===== src/rtl/uart_pwm_ctrl_pkg.sv =====
// Shared types and constants for the UART-to-PWM frame sequencer.
package uart_pwm_ctrl_pkg;

  typedef enum logic [2:0] {
    ST_IDLE,
    ST_LOAD,
    ST_CHECK,
    ST_PEND,
    ST_COMMIT
  } state_e;

  localparam logic [1:0] ERR_NONE    = 2'b00;
  localparam logic [1:0] ERR_CSUM    = 2'b01;
  localparam logic [1:0] ERR_TIMEOUT = 2'b10;
  localparam logic [1:0] ERR_OVERRUN = 2'b11;

  localparam logic [15:0] SYNC_WORD_DEF = 16'hA55A;

endpackage


===== src/rtl/uart_pwm_frame_ctrl_gap_timer.sv =====
// Saturating inter-word gap counter; expired flags the cycle
// that completes TIMEOUT_CYCLES idle cycles.
module frame_gap_timer #(
  parameter int TIMEOUT_CYCLES = 50000
) (
  input  logic clk,
  input  logic rst,
  input  logic clr,
  input  logic en,
  output logic expired
);

  localparam int CW = $clog2(TIMEOUT_CYCLES + 1);
  localparam logic [CW-1:0] MAX  = CW'(TIMEOUT_CYCLES);
  localparam logic [CW-1:0] LAST = CW'(TIMEOUT_CYCLES - 1);

  logic [CW-1:0] cnt_q, cnt_d;

  always_comb begin
    cnt_d = cnt_q;
    if (clr) begin
      cnt_d = '0;
    end else if (en && cnt_q != MAX) begin
      cnt_d = cnt_q + CW'(1);
    end
  end

  always_ff @(posedge clk) begin
    if (rst) begin
      cnt_q <= '0;
    end else begin
      cnt_q <= cnt_d;
    end
  end

  assign expired = en && !clr && (cnt_q >= LAST);

endmodule


===== src/rtl/uart_pwm_frame_ctrl.sv =====
// Frame sequencer: sync, CHANNELS duties, XOR checksum, atomic commit.
// Optional UART_PWM_FRAME_CLAMP_EN adds DUTY_MAX clamping of staged duties.
module uart_pwm_frame_ctrl
  import uart_pwm_ctrl_pkg::*;
#(
  parameter int               WIDTH          = 16,
  parameter int               CHANNELS       = 9,
  parameter logic [WIDTH-1:0] SYNC_WORD      = WIDTH'(SYNC_WORD_DEF),
  parameter int               TIMEOUT_CYCLES = 50000,
  parameter int               ALIGN_COMMIT   = 1
`ifdef UART_PWM_FRAME_CLAMP_EN
  ,
  parameter logic [WIDTH-1:0] DUTY_MAX       = '1
`endif
) (
  input  logic                      clk,
  input  logic                      rst,
  input  logic                      in_valid,
  input  logic [WIDTH-1:0]          in_data,
  input  logic                      period_start,
  output logic [CHANNELS*WIDTH-1:0] duty_flat,
  output logic                      commit,
  output logic                      busy,
  output logic [3:0]                word_idx,
  output logic                      frame_err,
  output logic [1:0]                err_code,
  output logic [15:0]               frame_cnt
);

  localparam bit         ALIGN    = (ALIGN_COMMIT != 0);
  localparam logic [3:0] LAST_IDX = 4'(CHANNELS - 1);

  state_e state_q, state_d;

  logic [CHANNELS-1:0][WIDTH-1:0] stage_q, stage_d;
  logic [CHANNELS-1:0][WIDTH-1:0] duty_q, duty_d;
  logic [WIDTH-1:0] acc_q, acc_d;
  logic [3:0]       idx_q, idx_d;
  logic             commit_q, commit_d;
  logic             err_q, err_d;
  logic [1:0]       code_q, code_d;
  logic [15:0]      cnt_q, cnt_d;

  logic             is_sync, in_frame, do_commit;
  logic             gap_clr, gap_en, gap_exp;
  logic [WIDTH-1:0] wr_word;

  assign is_sync  = in_valid && (in_data == SYNC_WORD);
  assign in_frame = (state_q == ST_LOAD) || (state_q == ST_CHECK);
  assign gap_clr  = in_valid || !in_frame;
  assign gap_en   = in_frame && !in_valid;

`ifdef UART_PWM_FRAME_CLAMP_EN
  assign wr_word = (in_data > DUTY_MAX) ? DUTY_MAX : in_data;
`else
  assign wr_word = in_data;
`endif

  frame_gap_timer #(
    .TIMEOUT_CYCLES(TIMEOUT_CYCLES)
  ) u_gap (
    .clk    (clk),
    .rst    (rst),
    .clr    (gap_clr),
    .en     (gap_en),
    .expired(gap_exp)
  );

  // Unaligned commits land one cycle after entering COMMIT; aligned
  // commits fire on period_start itself so they trail it by one cycle.
  assign do_commit = ALIGN ? (state_q == ST_PEND && period_start)
                           : (state_q == ST_COMMIT);

  always_comb begin
    state_d  = state_q;
    stage_d  = stage_q;
    duty_d   = duty_q;
    acc_d    = acc_q;
    idx_d    = idx_q;
    commit_d = 1'b0;
    err_d    = 1'b0;
    code_d   = code_q;
    cnt_d    = cnt_q;

    unique case (state_q)
      ST_IDLE: begin
        if (is_sync) begin
          state_d = ST_LOAD;
          idx_d   = '0;
          acc_d   = '0;
        end
      end
      ST_LOAD: begin
        if (in_valid) begin
          for (int k = 0; k < CHANNELS; k++) begin
            if (idx_q == 4'(k)) stage_d[k] = wr_word;
          end
          acc_d = acc_q ^ in_data;
          idx_d = idx_q + 4'd1;
          if (idx_q == LAST_IDX) state_d = ST_CHECK;
        end else if (gap_exp) begin
          state_d = ST_IDLE;
          err_d   = 1'b1;
          code_d  = ERR_TIMEOUT;
        end
      end
      ST_CHECK: begin
        if (in_valid) begin
          if (in_data == acc_q) begin
            state_d = ALIGN ? ST_PEND : ST_COMMIT;
          end else begin
            state_d = ST_IDLE;
            err_d   = 1'b1;
            code_d  = ERR_CSUM;
          end
        end else if (gap_exp) begin
          state_d = ST_IDLE;
          err_d   = 1'b1;
          code_d  = ERR_TIMEOUT;
        end
      end
      ST_PEND: begin
        if (in_valid) begin
          err_d  = 1'b1;
          code_d = ERR_OVERRUN;
        end
        if (period_start) state_d = ST_COMMIT;
      end
      ST_COMMIT: begin
        if (is_sync) begin
          state_d = ST_LOAD;
          idx_d   = '0;
          acc_d   = '0;
        end else begin
          state_d = ST_IDLE;
        end
      end
      default: state_d = ST_IDLE;
    endcase

    if (do_commit) begin
      duty_d   = stage_q;
      commit_d = 1'b1;
      cnt_d    = cnt_q + 16'd1;
    end
  end

  always_ff @(posedge clk) begin
    if (rst) begin
      state_q  <= ST_IDLE;
      stage_q  <= '0;
      duty_q   <= '0;
      acc_q    <= '0;
      idx_q    <= '0;
      commit_q <= 1'b0;
      err_q    <= 1'b0;
      code_q   <= ERR_NONE;
      cnt_q    <= '0;
    end else begin
      state_q  <= state_d;
      stage_q  <= stage_d;
      duty_q   <= duty_d;
      acc_q    <= acc_d;
      idx_q    <= idx_d;
      commit_q <= commit_d;
      err_q    <= err_d;
      code_q   <= code_d;
      cnt_q    <= cnt_d;
    end
  end

  assign duty_flat = duty_q;
  assign commit    = commit_q;
  assign busy      = (state_q != ST_IDLE);
  assign word_idx  = idx_q;
  assign frame_err = err_q;
  assign err_code  = code_q;
  assign frame_cnt = cnt_q;

endmodule


===== config.mk =====
export PLATFORM = sky130hd
export DESIGN_NAME = uart_pwm_frame_ctrl
export DESIGN_NICKNAME = d
export VERILOG_FILES = /design/src/rtl/uart_pwm_ctrl_pkg.sv /design/src/rtl/uart_pwm_frame_ctrl_gap_timer.sv /design/src/rtl/uart_pwm_frame_ctrl.sv
export SDC_FILE = /design/constraint.sdc
export NUM_CORES = 1
export LEC_CHECK = 0
export BUFFER_PORTS_ARGS = -buffer_cell sky130_fd_sc_hd__buf_4
export CORE_MARGIN = 2
export CORE_UTILIZATION = 61
export CTS_CLUSTER_SIZE = 14
export DETAILED_ROUTE_END_ITERATION = 16
export PLACE_DENSITY = 0.88
export SYNTH_ARGS = -nofsm -noshare
export SYNTH_HDL_FRONTEND = slang
export SYNTH_HIERARCHICAL = 1
export SYNTH_SLANG_ARGS = --single-unit

===== constraint.sdc =====
create_clock -name clk -period 6.6 [get_ports clk]
set_input_delay 1.32 -clock clk [delete_from_list [all_inputs] [get_ports clk]]
set_output_delay 1.32 -clock clk [all_outputs]
set_load 0.01 [all_outputs]

=== After elaboration in Yosys (flattened, before gate mapping) ===
Cells that the tools add are included.

* Word-level logic and storage cells: 112
* Output and inout bits: 169
* Latch bits: 0
* Bits in read-only memories: 0
* Memories: 0
* Register bits: 347
* Bits of input ports: 20
* RAM bits: 0

* Eq/ne operators: 23
* $lt $le $gt $ge: 1
* Shift operators: 0
* Add/subtract/negate cells: 3
* Bitwise gates (word level): 1
* Multipliers: 0
* Reductions and logical operators: 30
* Muxes and demuxes: 28
* Divide/modulo/power cells: 0

{| class="wikitable"
|+ Operator list
! kind !! count
|-
| 3-bit AND reduction || 11
|-
| 16-bit by 1-bit adder with 16-bit output (second input constant) || 2
|-
| 16-bit two-way mux || 2
|-
| 16-bit one-hot mux with 2 select lines || 1
|-
| 3-bit two-way mux || 6
|-
| 16-bit equality test || 1
|-
| 16-bit equality test (second input constant) || 1
|-
| 4-bit by 3-bit equality test with 1-bit output (second input constant) || 4
|-
| 16-bit greater-or-equal comparator (second input constant) || 1
|-
| 16-bit inequality test (second input constant) || 1
|-
| 16-bit bitwise XOR || 1
|-
| 3-bit one-hot mux with 5 select lines || 1
|-
| 2-bit two-way mux || 6
|-
| 2-bit inequality test (second input constant) || 5
|-
| 4-bit by 2-bit equality test with 1-bit output (second input constant) || 2
|-
| 4-bit two-way mux || 2
|-
| 4-bit one-hot mux with 2 select lines || 1
|-
| 1-bit two-way mux || 7
|-
| 3-bit by 2-bit equality test with 1-bit output (second input constant) || 2
|-
| 1-bit logical AND || 6
|-
| 2-bit one-hot mux with 3 select lines || 1
|-
| 3-bit nonzero test || 2
|-
| 4-bit by 1-bit adder with 4-bit output (second input constant) || 1
|-
| 4-bit by 1-bit equality test with 1-bit output (second input constant) || 1
|-
| other kinds (14) || 18
|}

=== Depth between registers and ports, before layout ===
Gate-level depths: netlist of run 1.

* Word-level depth: 10
* Gate-level depth with buffers: 9
* Mapped depth without buffers: 8

=== By module ===
Netlist of run 1, hierarchy kept.

{| class="wikitable"
|+ By module, submodules not included
! module !! sequential area each (um^2) !! cells an instance !! instances !! area an instance (um^2)
|-
| uart_pwm_frame_ctrl || 6,626.4 || 1,565 || 1 || 12,500.7
|-
| frame_gap_timer || 320.3 || 100 || 1 || 873.3
|}

=== Worst setup path before layout of run 1 ===
OpenSTA, ideal clock, no wires.

* Kind: in2reg
* From: input in_valid
* To: register state_q[1]
* Data arrival time: 3.006 ns
* Setup slack: 3.480 ns
* Stages on the path: 7
* Path buffers: 1
* Library setup time: 0.114 ns
* Data required time: 6.486 ns
* Cells stage by stage: nor3_1 -> clkbuf_1 -> nand4b_1 -> nor3_1 -> nor3_1 -> o211a_1 -> a21o_1

* Word-level cells in the longest chain between the ends: 7
* Elaborated cells between the ends (all ways): 14
* Those cells by class: eq/ne: 2; mux: 4; reduce/logical: 8

{| class="wikitable"
|+ Ends and longest elaborated chain
! element !! line !! text
|-
| start, declared || uart_pwm_frame_ctrl.sv:18 || <nowiki>input logic in_valid,</nowiki>
|-
| 1-bit zero test or 1-bit logical OR (tied branches) || uart_pwm_frame_ctrl.sv:51, uart_pwm_frame_ctrl.sv:50 ||
|-
| 1-bit logical AND or 1-bit zero test (tied branches) || uart_pwm_frame_ctrl.sv:51, uart_pwm_frame_ctrl_gap_timer.sv:36 ||
|-
| 1-bit logical AND * (2 in a row) || uart_pwm_frame_ctrl_gap_timer.sv:36 || <nowiki>assign expired = en && !clr && (cnt_q >= LAST);</nowiki>
|-
| net gap_exp || uart_pwm_frame_ctrl.sv:45 || <nowiki>logic gap_clr, gap_en, gap_exp;</nowiki>
|-
| 3-bit two-way mux * || n/a ||
|-
| 3-bit two-way mux, on equally long branches || uart_pwm_frame_ctrl.sv:108, uart_pwm_frame_ctrl.sv:94 ||
|-
| 3-bit one-hot mux with 5 select lines * || uart_pwm_frame_ctrl.sv:85 || <nowiki>unique case (state_q)</nowiki>
|-
| end signal, assigned || uart_pwm_frame_ctrl.sv:160 || <nowiki>state_q <= state_d;</nowiki>
|-
| end, declared || uart_pwm_frame_ctrl.sv:33 || <nowiki>state_e state_q, state_d;</nowiki>
|}

Mark *: on every way through the listed nets, which the timed path passes. The rest lies on a longest branch.
A chain may end at the register's enable or synchronous reset.

=== Final worst setup path of run 1 ===
* From: register state_q[0]
* To: register stage_q[36] (netlist bit)

* Word-level cells in the longest chain between the ends: 2

{| class="wikitable"
|+ Ends and longest elaborated chain
! element !! line !! text
|-
| 3-bit by 1-bit equality test with 1-bit output || uart_pwm_frame_ctrl.sv:85 ||
|-
| 3-bit AND reduction (no source line) || n/a ||
|-
| end signal, assigned || uart_pwm_frame_ctrl.sv:161 || <nowiki>stage_q <= stage_d;</nowiki>
|-
| end, declared || uart_pwm_frame_ctrl.sv:35 || <nowiki>logic [CHANNELS-1:0][WIDTH-1:0] stage_q, stage_d;</nowiki>
|}

Every way passes these cells.

==> impl_results.md, run 1 <==
* CP arrival at 3.76 ns
* Internal cell power at 0.00339 W
* Global placement routability congestion at about 0.84
* Nets@finish at 1,787
* Number of buffers created by CTS at 35
* Unrepaired setup endpoints after global routing: no
* Hold path cells at 2
* Synth cell types at between 60 and 70
* Initial antenna violation count at 0
* Setup TNS Final at 0 ns
* Syn Nets at between 1,500 and 2,000
* Post-DRT Antenna Nets at 0
* CTS hold repair buffers at 0
* Max-capacitance violation count at 0
* IR drop worst, VDD at 174 µV
* Combinational fraction of design power at roughly 2.1%
* Seq cells post-synth at about 350
* Register clock-pin slew on the reported worst setup and hold paths at 0.07 ns
* Vias in the first global route at 11,200
* Net Switching at 0.000894 W
* Worst r2r src: state_q[0]
* Post-CTS setup buffer count at 0
* CTS tree: built
* Min-delay worst type: reg2reg
* Clock Power Share at between 40% and 50%
* Status: finished clean
* Clock Sinks at between 300 and 400
* Tcrit/Tclk final at 51.5%
* Reg2Reg Depth at 7
* Final setup margin at approximately 3.2 ns
* Die Wd at 152 µm
* Final setup viols at 0
* Relative slew slack at between 10% and 20%
* Sequential share of the synthesized area at 51.9%
* Synthesized area at 13,400 µm²
* Starting Density at between 60% and 70%
* Pleak at 5.55 nW
* Port bufs at 188
* Ports at 189
* Vias at 12,200
* Final wirelength at 35,700 µm
* Worst Min Path Start: stage_q[136]
* Final Hold Fails at 0
* Post-synthesis cell count at 1,665
* Drt first pass iters at 6
* EDFF count, synth at 0
* Worst clock skew at about 0.016 ns
* WS Path Type: reg2reg
* Wirelength per Cell at between 15 and 20 µm
* Reg power frac at 48.9%
* Largest net degree at the start of global routing at ~140
* Hold path endpoint: duty_flat[136]
* Area Overhead vs Synth at 17.9%
* GRT Total Usage at approximately 30%
* Longest Clk Path Bufs at 3
* Post-route minimum period at 3.40 ns
* PD cells at roughly 270 nW/µm²
* DRT iter0 DRCs at 1,279
* Insertion delay to the later sink of the worst-skew pair at 0.52 ns
* Number of vias per cell at 5.89
* CP Max Fanout at 50
* First-pass GRT wire length at 56,400 µm
* Max Slew Vio Count at 0
* Post-CTS sizing at 0
* Post-layout util at 72.7%
* Place WS at 2.76 ns
* Placeable Area at 21,700 µm²
* Syn_area_per_cell at approximately 8.0 µm²
* Share of layout cells above drive strength 1 at 15.6%
* DIE AREA at 23,100 µm²
* WP data required at 6.96 ns
* FP Rows at 54
* Fmax at around 0.3 GHz
* CP Launch Point: state_q[0]
* DR DRC count at 0
* Chip Height at 152 µm
* Register-to-register setup slack at 3.20 ns
* Least-Margin Pin Slew at ~1.3 ns
* DP HPWL at 21,500 µm
* RR Endpoint: stage_q[36]
* Prevailing post-synth register cell: dfxtp_1
* GRT overflow at 0
* Asr flop ratio synth at 0%
* Antenna Cells at 0
* YS warnings at 6
* Clock Root Buffer: clkbuf_16
* H-tree levels at 2
* CP Capture Type: register
* Startpoint class of the critical path: register
* Sw Ratio at roughly a fifth
flip-flops by register name (all words and copies together) (netlist names):
| name | cells |
|---|---|
| frame_cnt | 16 |
| duty_flat | 144 |
| word_idx | 4 |
| state_q | 3 |
| err_code | 2 |
| u_gap/cnt_q | 16 |
| acc_q | 16 |
| stage_q | 144 |
| commit | 1 |
| frame_err | 1 |
area by class of cell:
| type | count | area (µm²) |
|---|---|---|
| timing repair buffer | 199 | 1500 |
| inverter | 15 | 56.3 |
| fill | 1589 | 5920 |
| clock inverter | 12 | 178 |
| sequential | 347 | 6950 |
| tap | 280 | 350 |
| multi-input combinational | 1162 | 5670 |
| clock buffer | 50 | 1060 |
worst max-delay path, stage by stage, from the launching register on:
cell,delay [ns]
dfxtp_1,0.54
nor2b_2,0.36
nand3_2,0.42
nor3_4,0.65
buf_4,0.52
nand2_1,0.44
nand2_1,0.21
a21oi_1,0.08
metal layers:
layer / vias up / routed length (µm) / GRT usage, %
met2: 595 / 17100 / 48.0
met3: 117 / 3500 / 7.10
met5: - / 0 / 0
met1: 5703 / 13900 / 37.7
met4: 0 / 1230 / 11.1
li1: 5749 / - / -
through the flow:
| stage | std cells | power [W] | instance area (µm²) | hold slack [ns] |
|---|---|---|---|---|
| floorplan | 1665 | 0.00219 | 13400 | 0.432 |
| global placement | 2003 | 0.00222 | 14500 | 0.436 |
| detailed placement | 2003 | 0.00222 | 14500 | 0.443 |
| CTS | 2065 | 0.00429 | 15800 | 0.442 |
| global route | 2065 | 0.00438 | 15800 | 0.458 |
| finish | 2065 | 0.00429 | 15800 | 0.442 |
how the worst max path moves through the flow:
stage / cells after the start / to / slack, ns
2_1_floorplan: 7 / state_q[1] / 3.48
3_3_place_gp: 7 / stage_q[1] / 2.87
3_5_place_dp: 7 / stage_q[36] / 2.76
4_1_cts: 7 / stage_q[2] / 3.29
5_1_grt: 7 / stage_q[45] / 2.93
6_report: 7 / stage_q[36] / 3.20
synthesized netlist by cell type (4+ instances only):
cell type | count | share of area (%)
inv_1 | 15 | 0.42
clkbuf_1 | 60 | 1.7
xor2_1 | 20 | 1.3
nand4_1 | 20 | 0.94
nor3_1 | 9 | 0.34
nor2b_1 | 10 | 0.47
nand2_1 | 479 | 13
dfxtp_1 | 347 | 52
nor4_1 | 5 | 0.23
nand3_1 | 136 | 5.1
a21oi_1 | 302 | 11
buf_2 | 65 | 2.4
xnor2_1 | 13 | 0.85
nor2_1 | 59 | 1.7
nand2b_1 | 7 | 0.33
and4bb_2 | 4 | 0.37
a22oi_1 | 10 | 0.56
buf_6 | 13 | 1.1
and4_1 | 4 | 0.26
ha_1 | 7 | 0.65
o21ai_0 | 24 | 0.90
or3_1 | 5 | 0.23
cell usage in the layout, fill, tap and decap left out, types with 11 or more instances in the layout:
| cell | netlist | layout |
|---|---|---|
| xor2_1 | 20 | 20 |
| o21ai_0 | 24 | 24 |
| nor2_1 | 59 | 59 |
| xnor2_1 | 13 | 13 |
| a21oi_1 | 302 | 302 |
| dfxtp_1 | 347 | 347 |
| nand3_1 | 136 | 135 |
| buf_4 | 3 | 198 |
| nand4_1 | 20 | 20 |
| clkbuf_16 | 0 | 36 |
| inv_1 | 15 | 15 |
| clkbuf_8 | 0 | 11 |
| nand2_1 | 479 | 479 |
cell families after synthesis:
family	Yosys count	share of synthesized area, %
compound gates	359	14.4
xor+xnor	33	2.16
fa+ha+maj	7	0.655
buf+inv	156	5.80
flops	347	51.9
mux	1	0.0748
simple gates	762	25.0
power groups by stage:
stage | clock network, W | registers, W | logic [W]
6_report | 0.00210 | 0.00209 | 0.0000880
5_1_grt | 0.00220 | 0.00209 | 0.0000900
4_1_cts | 0.00211 | 0.00209 | 0.0000830
3_5_place_dp | 0 | 0.00214 | 0.0000829
3_3_place_gp | 0 | 0.00214 | 0.0000824
2_1_floorplan | 0 | 0.00214 | 0.0000499
(Power assumes the default switching activity.)
==> run 2: changes to the inputs <==
--- a/config.mk
+++ b/config.mk
@@ -7,10 +7,10 @@
 export LEC_CHECK = 0
 export BUFFER_PORTS_ARGS = -buffer_cell sky130_fd_sc_hd__buf_4
 export CORE_MARGIN = 2
-export CORE_UTILIZATION = 61
+export CORE_UTILIZATION = 57
 export CTS_CLUSTER_SIZE = 14
 export DETAILED_ROUTE_END_ITERATION = 16
-export PLACE_DENSITY = 0.88
+export PLACE_DENSITY = 0.83
 export SYNTH_ARGS = -nofsm -noshare
 export SYNTH_HDL_FRONTEND = slang
 export SYNTH_HIERARCHICAL = 1
==> constraint.sdc (replaced) <==
create_clock -name clk -period 3.4 [get_ports clk]
set_input_delay 0.68 -clock clk [delete_from_list [all_inputs] [get_ports clk]]
set_output_delay 0.68 -clock clk [all_outputs]
set_load 0.01 [all_outputs]
==> impl_results.md, run 2 (synthesized netlist as in run 1, its figures left out) <==
* Post-CTS sizing at 0
* PD cells at slightly above 500 nW/µm²
* Crit-path most repeated cell: nand2_1
* GRT Total Usage at 27.7%
* Max-capacitance violation count at 0
* Ports at 189
* Net Switching at roughly 0.0017 W
* Worst path bufs/invs at 1
* Top Family by Delay on Critical Path: simple AND/OR/NAND/NOR gates
* Crit-path max cell delay at around 0.55 ns
* DIE AREA at roughly 25,000 µm²
* Register clock-pin slew on the reported worst setup and hold paths at 0.06 ns
* Share of layout cells above drive strength 1 at roughly 16%
* Startpoint class of the critical path: register
* Most common cell after layout, fill and taps aside: nand2_1
* Starting Density at 57.5%
* Pleak at 5.55 nW
* Area Overhead vs Synth at 18.2%
* FP Rows at 56
* Fmax at 0.384 GHz
* Post-DRT Antenna Nets at 0
* Setup TNS Final at 0 ns
* GRT overflow at 0
* IR drop worst, VDD at between 400 and 500 µV
* Status: finished clean
* Vias in the first global route at between 10,000 and 15,000
* Post-CTS setup buffer count at 0
* Port bufs at approximately 190
* Combinational fraction of design power at under 10%
* Footprint of the multi-input gates at between 5000 and 6000 µm²
* H-tree levels at 2
* Fill count at 1,961
* CP Capture Type: register
* Min Hold Slack at 0.445 ns
* Chip Height at 157 µm
* Initial antenna violation count at 0
* CP arrival at 2.98 ns
* Die Wd at 157 µm
* Non-Filler Instances at between 2,000 and 2,500
* Worst clock skew at roughly 0.024 ns
* Least-Margin Pin Slew at 0.868 ns
* Post-route minimum period at 2.60 ns
* Sw Ratio at 21.5%
* Nets@finish at approximately 1,800
* Max Slew Vio Count at 0
* Min-delay worst type: reg2reg
* Critical Path Slowest Stage Cell: dfxtp_1
* Longest Clk Path Bufs at 3
* DR DRC count at 0
* Final setup viols at 0
* Final Hold Fails at 0
* WP data required at roughly 3.8 ns
* FF/Latch Area at 6950 µm²
* Antenna Cells at 0
* CTS tree: built
* Global placement routability congestion at 0.886
* Clock Power Share at 46.8%
* Reg power frac at approximately half
* Placeable Area at 23,300 µm²
* Clock Sinks at between 300 and 400
* Clock Root Buffer: clkbuf_16
* Placed cell count at 2,053
* Cells along the critical path: nor2b_2 > nand3_2 > buf_4 > nor3_4 > nand2_1 > nand2_1 > a21oi_1
* WS Path Type: reg2reg
* Most frequent cells in the layout: 479 x nand2_1, 347 x dfxtp_1, 302 x a21oi_1
* DRT iter0 DRCs at 1,099
* Largest net degree at the start of global routing at ~160
* CTS hold repair buffers at 0
* DP HPWL at 21,600 µm
* Insertion delay to the later sink of the worst-skew pair at around 0.53 ns
* Relative slew slack at around 42%
* Vias at 12,000
* Number of vias per cell at 5.65
* CP Max Fanout at 22
* Tcrit/Tclk final at approximately 77%
* First-pass GRT wire length at 55,200 µm
* Wirelength per Cell at 16.8 µm
* Internal cell power at roughly 0.0063 W
* Drt first pass iters at 5
* Unrepaired setup endpoints after global routing: no
* Final wirelength at 35,600 µm
* Number of buffers created by CTS at 35
[run 2: cell count changes in the layout (fill, tap and decap cells not counted), sizes merged]
cell and delta:
buf +11, bufinv -3, clkbuf +2
[run 2: per-stage QoR]
step,util (%),setup slack [ns],total power [W],cell area (µm²)
finish,67.9,0.797,0.00797,15800
global route,67.9,0.627,0.00817,15800
CTS,67.9,0.837,0.00801,15800
detailed placement,63.2,0.850,0.00433,14700
global placement,63.2,0.880,0.00433,14700
floorplan,-,0.920,0.00425,13400
[run 2: worst reg2reg max path, delay by kind of cell (launching register included)]
| family | cells | cell delay [ns] |
|---|---|---|
| compound gates | 1 | 0.09 |
| buf+inv | 1 | 0.22 |
| flops | 1 | 0.55 |
| simple gates | 5 | 1.61 |
[run 2: area by class of cell]
| type | count | share of cell area, % |
|---|---|---|
| flip-flops and latches | 347 | 43.9 |
| multi-input cells | 1162 | 35.9 |
| repair buffers | 210 | 10.3 |
| clock buffers | 52 | 6.46 |
| well taps | 319 | 2.53 |
| clock inverters | 9 | 0.554 |
| inverters | 15 | 0.356 |
[run 2: power by group through the flow]
stage	Combinational, W	Sequential (W)	Clock, W
floorplan	0.0000969	0.00416	0
global placement	0.000172	0.00416	0
detailed placement	0.000172	0.00416	0
CTS	0.000173	0.00406	0.00378
global route	0.000183	0.00406	0.00393
finish	0.000178	0.00406	0.00373
[run 2: routing by layer]
layer / wire, µm / GRT usage (%) / part of all wire (%)
met5: 0 / 0 / 0
met4: 911 / 8.83 / 2.6
met3: 2920 / 5.34 / 8.2
met2: 16900 / 45.5 / 47
met1: 14900 / 37.1 / 42
[run 2: path summary, 6_finish.rpt]
kind	start	to	slack (ns)	depth (start not counted)
min reg2reg	stage_q[132]	duty_flat[132]	0.44	2
max reg2reg	state_q[0]	stage_q[40]	0.80	7
max	state_q[0]	stage_q[40]	0.80	7
min	stage_q[132]	duty_flat[132]	0.44	2
==> run 3: changes to the inputs <==
--- a/config.mk
+++ b/config.mk
@@ -5,12 +5,13 @@
 export SDC_FILE = /design/constraint.sdc
 export NUM_CORES = 1
 export LEC_CHECK = 0
+export ABC_AREA = 1
 export BUFFER_PORTS_ARGS = -buffer_cell sky130_fd_sc_hd__buf_4
 export CORE_MARGIN = 2
-export CORE_UTILIZATION = 57
+export CORE_UTILIZATION = 51
 export CTS_CLUSTER_SIZE = 14
 export DETAILED_ROUTE_END_ITERATION = 16
-export PLACE_DENSITY = 0.83
+export PLACE_DENSITY = 0.79
 export SYNTH_ARGS = -nofsm -noshare
 export SYNTH_HDL_FRONTEND = slang
 export SYNTH_HIERARCHICAL = 1
==> constraint.sdc (replaced) <==
create_clock -name clk -period 2.3 [get_ports clk]
set_input_delay 0.46 -clock clk [delete_from_list [all_inputs] [get_ports clk]]
set_output_delay 0.46 -clock clk [all_outputs]
set_load 0.01 [all_outputs]
==> impl_results.md, run 3 <==
* Starting Density at 51.4%
* DP HPWL at 22,400 µm
* Max-capacitance violation count at 0
* Min Hold Slack at 0.236 ns
* Share of layout cells above drive strength 1 at 17.5%
* GRT overflow at 0
* Worst path bufs/invs at 5
* Startpoint class of the critical path: register
* Clock Root Buffer: clkbuf_16
* Placed cell count at 2,150
* Prevailing post-synth register cell: dfxtp_1
* DIE AREA at 27,300 µm²
* Unrepaired setup endpoints after global routing: no
* Worst clock skew at 0.0159 ns
* Post-CTS setup buffer count at 0
* Clock Sinks at roughly 350
* Asr flop ratio synth at 0%
* Ports at 189
* IR drop worst, VDD at between 600 and 700 µV
* Fmax at 0.492 GHz
* Fill count at around 2,200
* Global placement routability congestion at 0.865
* FP Rows at 59
* Cells along the critical path: inv_2 > nand2_2 > nor2_1 > inv_1 > nand2_1 > inv_1 > nor2_4 > inv_1 > or2_2 > a21oi_4 > buf_4 > nor2_1 > o21ai_1 > nand3_1 > a21oi_1
* Yosys top cell by area: dfxtp_1
* WS Path Type: reg2reg
* CP Max Fanout at 4
* Wirelength per Cell at about 16 µm
* Sequential share of the synthesized area at between 50% and 60%
* Most common cell after layout, fill and taps aside: nand2_1
* Port bufs at 188
* Chip Height at 165 µm
* Syn Nets at 1,733
* Crit path depth at 15
* Crit-path most repeated cell: inv_1
* Register clock-pin slew on the reported worst setup and hold paths at 0.06 ns
* Placeable Area at approximately 26,000 µm²
* Post-synthesis cell count at about 1,700
* Pleak at 6.24 nW
* Area Overhead vs Synth at 20.9%
* Final wirelength at 35,600 µm
* Antenna Cells at 0
* Post-layout util at about 62%
* Min-delay worst type: in2reg
* Drt first pass iters at 5
* CTS tree: built
* Top-count cell post-synth: nand2_1
* DRT iter0 DRCs at 1,136
* DR DRC count at 0
* Vias in the first global route at 10,700
* Non-Filler Instances at ~2,200
* Synthesized area at 13,300 µm²
* WP data required at 2.74 ns
* Reg2Reg Depth at 15
* Hold path cells at 2
* CP Capture Type: register
* Top Family by Delay on Critical Path: simple AND/OR/NAND/NOR gates
* Synth cell types at 36
* Most frequent cells in the layout: 461 x nand2_1, 346 x dfxtp_1, 326 x a21oi_1
* Max Slew Vio Count at 0
* H-tree levels at 2
* Die Wd at ~170 µm
* Status: finished clean
* Post-route minimum period at 2.03 ns
* Relative slew slack at 47.3%
* PD cells at 774 nW/µm²
* Least-Margin Pin Slew at 0.791 ns
* YS warnings at 6
* Critical Path Slowest Stage Cell: dfxtp_1
* Number of buffers created by CTS at 36
* EDFF count, synth at 0
* Insertion delay to the later sink of the worst-skew pair at 0.52 ns
* Synth area leaders: dfxtp_1 52%, nand2_1 13%, a21oi_1 12%
* Nets@finish at 1,880
* Post-synth top cells: 462 x nand2_1, 347 x dfxtp_1, 327 x a21oi_1
* Number of vias per cell at 5.37
* Crit-path max cell delay at 0.34 ns
* CTS hold repair buffers at 0
* FF/Latch Area at 6950 µm²
* Longest Clk Path Bufs at 3
* Synth top area share at 52.4%
* Setup TNS Final at 0 ns
* Post-DRT Antenna Nets at 0
* Post-CTS sizing at 0
* Final Hold Fails at 0
* Seq cells post-synth at 347
* Tcrit/Tclk final at 88.3%
* Initial antenna violation count at 0
* Footprint of the multi-input gates at approximately 5300 µm²
* CP arrival at 2.47 ns
* First-pass GRT wire length at 54,900 µm
* Vias at 11,900
* Syn_area_per_cell at 7.77 µm²
* Final setup viols at 0
* GRT Total Usage at 25.5%
* Largest net degree at the start of global routing at 160
run 3: cell types whose count changed after synthesis, moves of 13 or more:
cell,previous run,this run
buf_2,65,24
a21oi_1,302,327
clkbuf_1,60,43
buf_4,3,23
inv_1,15,75
o21ai_0,24,138
xor2_1,20,7
inv_2,0,24
o21ai_1,0,28
nor2_1,59,96
nand3_1,136,34
nand2_1,479,462
run 3: per-layer routing:
layer	up-vias	wire length [µm]	GRT usage (%)
li1	5877	-	-
met1	5516	15300	34.2
met2	424	16300	40.8
met3	83	2630	4.02
met4	0	1310	10.9
met5	-	0	0
run 3: logic make-up (layout without fill, tap and decap cells):
| logic type | Yosys count | count (layout) | share of synthesized area (%) |
|---|---|---|---|
| flops | 347 | 347 | 52.4 |
| xor+xnor | 10 | 10 | 0.661 |
| fa+ha+maj | 7 | 7 | 0.661 |
| compound gates | 499 | 499 | 18.9 |
| simple gates | 634 | 634 | 19.5 |
| buf+inv | 209 | 384 | 7.77 |
run 3: final timing paths:
path                     from        endpoint  slack, ns
setup / recovery   state_q[2]     err_code[1]       0.27
hold / removal            rst  duty_flat[134]       0.24
setup reg to reg   state_q[2]     err_code[1]       0.27
hold reg to reg   stage_q[38]   duty_flat[38]       0.46
run 3: power by group:
| group | internal [W] | total (W) | switching [W] |
|---|---|---|---|
| Combinational | 0.0000771 | 0.000311 | 0.000234 |
| Clock | 0.00369 | 0.00608 | 0.00240 |
| Sequential | 0.00601 | 0.00601 | 0.00000000728 |
| Total | 0.00977 | 0.0124 | 0.00263 |
run 3: cell type report:
type / count / share of cell area (%)
inverter: 100 / 2.36
sequential: 347 / 43.4
clock inverter: 13 / 1.16
tap: 335 / 2.62
timing repair buffer: 218 / 10.8
multi-input combinational: 1150 / 33.1
clock buffer: 53 / 6.65
run 3: worst register-to-register path: stages, from the launching register on:
cell     delay [ns]
dfxtp_1        0.34
inv_2          0.09
nand2_2        0.08
nor2_1         0.09
inv_1          0.06
nand2_1        0.06
inv_1          0.08
nor2_4         0.11
inv_1          0.06
or2_2          0.31
a21oi_4        0.13
buf_4          0.14
nor2_1         0.04
o21ai_1        0.13
nand3_1        0.08
a21oi_1        0.15
run 3: per-stage QoR:
step | area [µm²] | worst slack, ns | total power (W)
floorplan | 13300 | 0.0739 | 0.00629
global placement | 14800 | 0.167 | 0.00644
detailed placement | 14800 | 0.0628 | 0.00645
CTS | 16000 | 0.0521 | 0.0125
global route | 16000 | 0.0376 | 0.0127
finish | 16000 | 0.269 | 0.0124
